`src/rtl/vga_timing_gen.sv`:
```
// rtl/vga_timing_gen.sv - parametrised video timing generator with pixel enable, scaling and output delay
module vga_timing_gen #(
  parameter int H_ACTIVE    = 640,
  parameter int H_FP        = 16,
  parameter int H_SYNC      = 96,
  parameter int H_BP        = 48,
  parameter int V_ACTIVE    = 480,
  parameter int V_FP        = 10,
  parameter int V_SYNC      = 2,
  parameter int V_BP        = 33,
  parameter int HSYNC_POL   = 0,
  parameter int VSYNC_POL   = 0,
  parameter int SCALE_SHIFT = 1,
  parameter int CNT_W       = 10,
  parameter int PIPE_DLY    = 0
) (
  input  logic                     clk,
  input  logic                     rst,
  input  logic                     pix_en,
  output logic [CNT_W-1:0]         x_cnt,
  output logic [CNT_W-1:0]         y_cnt,
  output logic [CNT_W-SCALE_SHIFT-1:0] pixel_x,
  output logic [CNT_W-SCALE_SHIFT-1:0] pixel_y,
  output logic                     hsync,
  output logic                     vsync,
  output logic                     comp_sync,
  output logic                     blank,
  output logic                     line_start,
  output logic                     frame_start
);

  localparam int H_TOTAL = H_ACTIVE + H_FP + H_SYNC + H_BP;
  localparam int V_TOTAL = V_ACTIVE + V_FP + V_SYNC + V_BP;

  localparam logic [CNT_W-1:0] H_LAST = CNT_W'(H_TOTAL - 1);
  localparam logic [CNT_W-1:0] V_LAST = CNT_W'(V_TOTAL - 1);
  localparam logic [CNT_W-1:0] H_VIS  = CNT_W'(H_ACTIVE);
  localparam logic [CNT_W-1:0] V_VIS  = CNT_W'(V_ACTIVE);
  localparam logic [CNT_W-1:0] H_SS   = CNT_W'(H_ACTIVE + H_FP);
  localparam logic [CNT_W-1:0] H_SE   = CNT_W'(H_ACTIVE + H_FP + H_SYNC);
  localparam logic [CNT_W-1:0] V_SS   = CNT_W'(V_ACTIVE + V_FP);
  localparam logic [CNT_W-1:0] V_SE   = CNT_W'(V_ACTIVE + V_FP + V_SYNC);
  localparam logic HP = (HSYNC_POL != 0);
  localparam logic VP = (VSYNC_POL != 0);

  generate
    if (H_TOTAL > (1 << CNT_W) || V_TOTAL > (1 << CNT_W) ||
        H_FP == 0 || H_SYNC == 0 || H_BP == 0 ||
        V_FP == 0 || V_SYNC == 0 || V_BP == 0 ||
        SCALE_SHIFT < 0 || SCALE_SHIFT > 3 || PIPE_DLY < 0 || PIPE_DLY > 7) begin : g_bad_param
      $error("vga_timing_gen: illegal parameter combination");
    end
  endgenerate

  // Decoded timing flags are stored active-high so a zeroed stage means "blanked, no sync, no marker".
  typedef struct packed {
    logic hs;
    logic vs;
    logic vis;
    logic ls;
    logic fs;
  } dec_t;

  logic [CNT_W-1:0] x_nxt, y_nxt;
  dec_t cur, outv;

  always_comb begin
    x_nxt = x_cnt;
    y_nxt = y_cnt;
    if (pix_en) begin
      if (x_cnt == H_LAST) begin
        x_nxt = '0;
        y_nxt = (y_cnt == V_LAST) ? '0 : y_cnt + CNT_W'(1);
      end else begin
        x_nxt = x_cnt + CNT_W'(1);
      end
    end
  end

  // pixel_x/y are loaded from the next counter values so they stay aligned with x_cnt/y_cnt.
  always_ff @(posedge clk) begin
    if (rst) begin
      x_cnt   <= '0;
      y_cnt   <= '0;
      pixel_x <= '0;
      pixel_y <= '0;
    end else begin
      x_cnt   <= x_nxt;
      y_cnt   <= y_nxt;
      pixel_x <= x_nxt[CNT_W-1:SCALE_SHIFT];
      pixel_y <= y_nxt[CNT_W-1:SCALE_SHIFT];
    end
  end

  always_comb begin
    cur     = '0;
    cur.vis = (x_cnt < H_VIS) && (y_cnt < V_VIS);
    cur.hs  = (x_cnt >= H_SS) && (x_cnt < H_SE);
    cur.vs  = (y_cnt >= V_SS) && (y_cnt < V_SE);
    cur.ls  = (x_cnt == '0);
    cur.fs  = (x_cnt == '0) && (y_cnt == '0);
  end

  generate
    if (PIPE_DLY == 0) begin : g_nodly
      assign outv = cur;
    end else begin : g_dly
      dec_t stage [PIPE_DLY];
      always_ff @(posedge clk) begin
        if (rst) begin
          for (int i = 0; i < PIPE_DLY; i++) stage[i] <= '0;
        end else if (pix_en) begin
          stage[0] <= cur;
          for (int i = 1; i < PIPE_DLY; i++) stage[i] <= stage[i-1];
        end
      end
      assign outv = stage[PIPE_DLY-1];
    end
  endgenerate

  assign hsync       = outv.hs ^ ~HP;
  assign vsync       = outv.vs ^ ~VP;
  assign comp_sync   = (outv.hs ^ outv.vs) ^ ~HP;
  assign blank       = outv.vis;
  assign line_start  = outv.ls;
  assign frame_start = outv.fs;

endmodule

```
`config.mk`:
```
export PLATFORM = sky130hd
export DESIGN_NAME = vga_timing_gen
export DESIGN_NICKNAME = d
export VERILOG_FILES = /design/src/rtl/vga_timing_gen.sv
export SDC_FILE = /design/constraint.sdc
export NUM_CORES = 1
export LEC_CHECK = 0
export ABC_AREA = 1
export CAP_MARGIN = 20
export CORE_MARGIN = 4
export CORE_UTILIZATION = 25
export CTS_CLUSTER_SIZE = 14
export DETAILED_ROUTE_END_ITERATION = 12
export SLEW_MARGIN = 40
export SYNTH_ARGS = -nofsm -noshare
export SYNTH_HDL_FRONTEND = slang
export SYNTH_SLANG_ARGS = --single-unit
```
`constraint.sdc`:
```
create_clock -name clk -period 1.6 [get_ports clk]
set_clock_uncertainty 0.2 [all_clocks]
set_input_delay 0.32 -clock clk [delete_from_list [all_inputs] [get_ports clk]]
set_output_delay 0.32 -clock clk [all_outputs]
set_load 0.05 [all_outputs]
```
==> impl_results.md <==
* Outcome: finished with violations
* Failing checks: setup timing
* Gr ovfl total at 0
* Clk buf depth at 2
* Pre-CTS WS at -325 ps
* Dpl hpwl at between 3000 and 4000 um
* Final Critical Period at 1990 ps
* Most frequent cells in the layout: 55 x buf_4, 44 x buf_12, 39 x nand2_1, 28 x inv_1, 24 x nor2_1
* Worst vdd ir at approximately 400 uV
* Avg Vias per Cell at roughly 4.4
* Max Clk Rate at approximately 500 MHz
* Worst-Margin Slew at 383 ps
* Via count at approximately 1.7k
* Hold Startpoint: y_cnt[1]$_SDFFE_PP0P_
* Tot Pwr at approximately 1.1 mW
* # diodes at 0
* Post-synth top area share at 28.0%
* Fin area at 0.00309 sq mm
* RSZ-0062 raised after global routing: yes
* CTS Hold Bufs at 0
* Clk Latency, worst-skew pair at about 260 ps
* Synth area leaders: dfxtp_1 28%, nand2_1 12%, buf_4 10%
* CP arrival at 1470 ps
* Tcrit/Tclk final at 124%
* H-tree depth at 1
* TritonCTS clock tree: done
* Synth Area per Inst at between 6 and 7 sq um
* Worst setup margin at -389 ps
* Initial antenna violation count at 0
* Hold Path Depth at 2
* First-pass GRT wire length at 7700 um
* Total nets after synthesis at approximately 230
* Yosys top cell by area: dfxtp_1
* Cell Rows at 27
* Critical R2R Launch: y_cnt[1]$_SDFFE_PP0P_
* Setup tns final at -3630 ps
* EDFF count, synth at 0
* Final wirelength at around 4500 um
* Final antenna-violating net count at 0
* Syn Inst Count at around 220
* DRT iter0 DRCs at 125
* Pwr dens at approximately 350 mW/mm^2
* Final setup fails at 17
* Post-synthesis sequential area ratio at ~28%
* WS Path Type: flip-flop to output port
* #FFs+latches synth at 20
* Die ar. at 0.00699 sq mm
* Wire per inst at ~12 um
* Hold crit path type: flip-flop to flip-flop
* Initial core utilization at 25.8%
* Area of the mapped netlist at approximately 0.0014 sq mm
* Gpl congestion at slightly above 0.8
* CTS Sinks at 20
* Most common cell after layout, fill and taps aside: buf_4
* Layout Nets at 320
* Share of cells above drive strength 1 at between 50% and 60%
* Num ports at 47
* Die Y at ~84 um
* Drt pass-1 iters at 4
* Vias in the first global route at roughly 1.7k
* Crit path launch type: flip-flop
* Port Buffers at 46
* Gr usage total at between 10% and 20%
* Main synth FF type: dfxtp_1
* Root Driver: clkbuf_8
* Max cap viols at 0
* Synth async-reset ratio at 0%
* Distinct cells, synth at 27
* CP required at around 1100 ps
* Pleak at between 1 and 1.5 nW
* Fin. Hold Viols at 0
* Synthesis-to-layout area growth at 116%
* Die width at roughly 84 um
* Warnings from Yosys at 0
* Worst R2R Path Depth at 12
* Hold EP: y_cnt[1]$_SDFFE_PP0P_
* Critical R2R Capture: y_cnt[5]$_SDFFE_PP0P_
* Remaining DRCs at 0
* Core Region at around 0.0055 sq mm
* TritonCTS buffer count at 3
* Placed cell area at around 0.0028 sq mm
* CP Capture Type: output port
* Crit Path Max Fanout at 2
* Clock Pin Slew Worst Setup and Hold Paths at ~80 ps
* Worst R2R Setup Slack at -300 ps
* Max_slew headroom at around three quarters
* Largest net degree at the start of global routing at 12
* Max-slew violations at 0
-- logic make-up after synthesis --
group | Yosys count | synth area share [%]
adders and majority gates | 4 | 3.50
DFF | 20 | 28.0
and+or+nand+nor | 120 | 40.6
AOI/OAI and AO/OA | 13 | 4.64
xor gates and xnor gates | 4 | 2.45
buffers and inverters | 58 | 20.8
-- synthesized netlist by cell type (2+ instances only) --
master	number
nand2_1	44
inv_1	37
nor2_1	30
dfxtp_1	20
buf_4	19
nand3_1	15
nand4_1	9
a21oi_1	8
nand2_2	5
nor3_1	5
ha_1	4
xor2_1	3
nor2_2	2
nor2_4	2
nor3b_1	2
o21ai_0	2
o21ai_1	2
-- area by class of cell --
cell class                      count  area [sq um]
Inverter                           37           149
Sequential cell                    20           445
Fill cell                         493          2450
Timing Repair Buffer              110          1420
Multi-Input combinational cell    141           940
Clock buffer                        4          45.0
Tap cell                           72          90.1
-- repair_timing --
action,4_1_cts,5_1_grt
endpoints found under the hold margin,0,0
setup endpoints to repair,16,27
gates resized for setup,20,26
buffers inserted,3,7
pin swaps,8,5
-- report_power, final --
group,internal [mW],switching [mW],total (mW)
sequential,0.491,0.00495,0.496
combinational,0.114,0.111,0.225
clock,0.178,0.178,0.356
-- per-stage QoR --
stage | instances | utilization, % | hold WS [ps]
5_1_grt | 384 | 55.8 | 330
3_3_place_gp | 373 | 51.1 | 289
2_1_floorplan | 219 | - | 250
4_1_cts | 380 | 53.7 | 320
3_5_place_dp | 373 | 51.1 | 307
6_report | 384 | 55.8 | 309
-- routing by layer --
metal	share of wire, %	global-route usage [%]	vias to the layer above
li1	-	-	854
met1	39	15.5	788
met2	54	24.1	52
met3	5.9	3.06	6
met4	1.5	2.34	0
met5	0	0	-
-- critical path: stages, from the launching register on --
cell	delay, ps
dfxtp_4	350
inv_4	60
ha_4	130
nand2_4	40
nor3_4	200
nor3b_4	250
buf_12	160
-- how the worst max path moves through the flow --
stage | slack (ps) | startpoint | cells after the start | end
floorplan | -710 | x_cnt[4]$_SDFFE_PP0P_ | 5 | frame_start
global placement | -270 | pix_en | 8 | y_cnt[0]$_SDFFE_PP0P_
detailed placement | -330 | pix_en | 8 | y_cnt[0]$_SDFFE_PP0P_
CTS | -410 | x_cnt[1]$_SDFFE_PP0P_ | 6 | frame_start
global route | -480 | x_cnt[1]$_SDFFE_PP0P_ | 6 | frame_start
finish | -390 | x_cnt[1]$_SDFFE_PP0P_ | 6 | frame_start
-- sequential cells by signal (all words and copies together), names as in the netlist --
register and count:
x_cnt 10, y_cnt 10
Power figures use the tool's default switching activity.
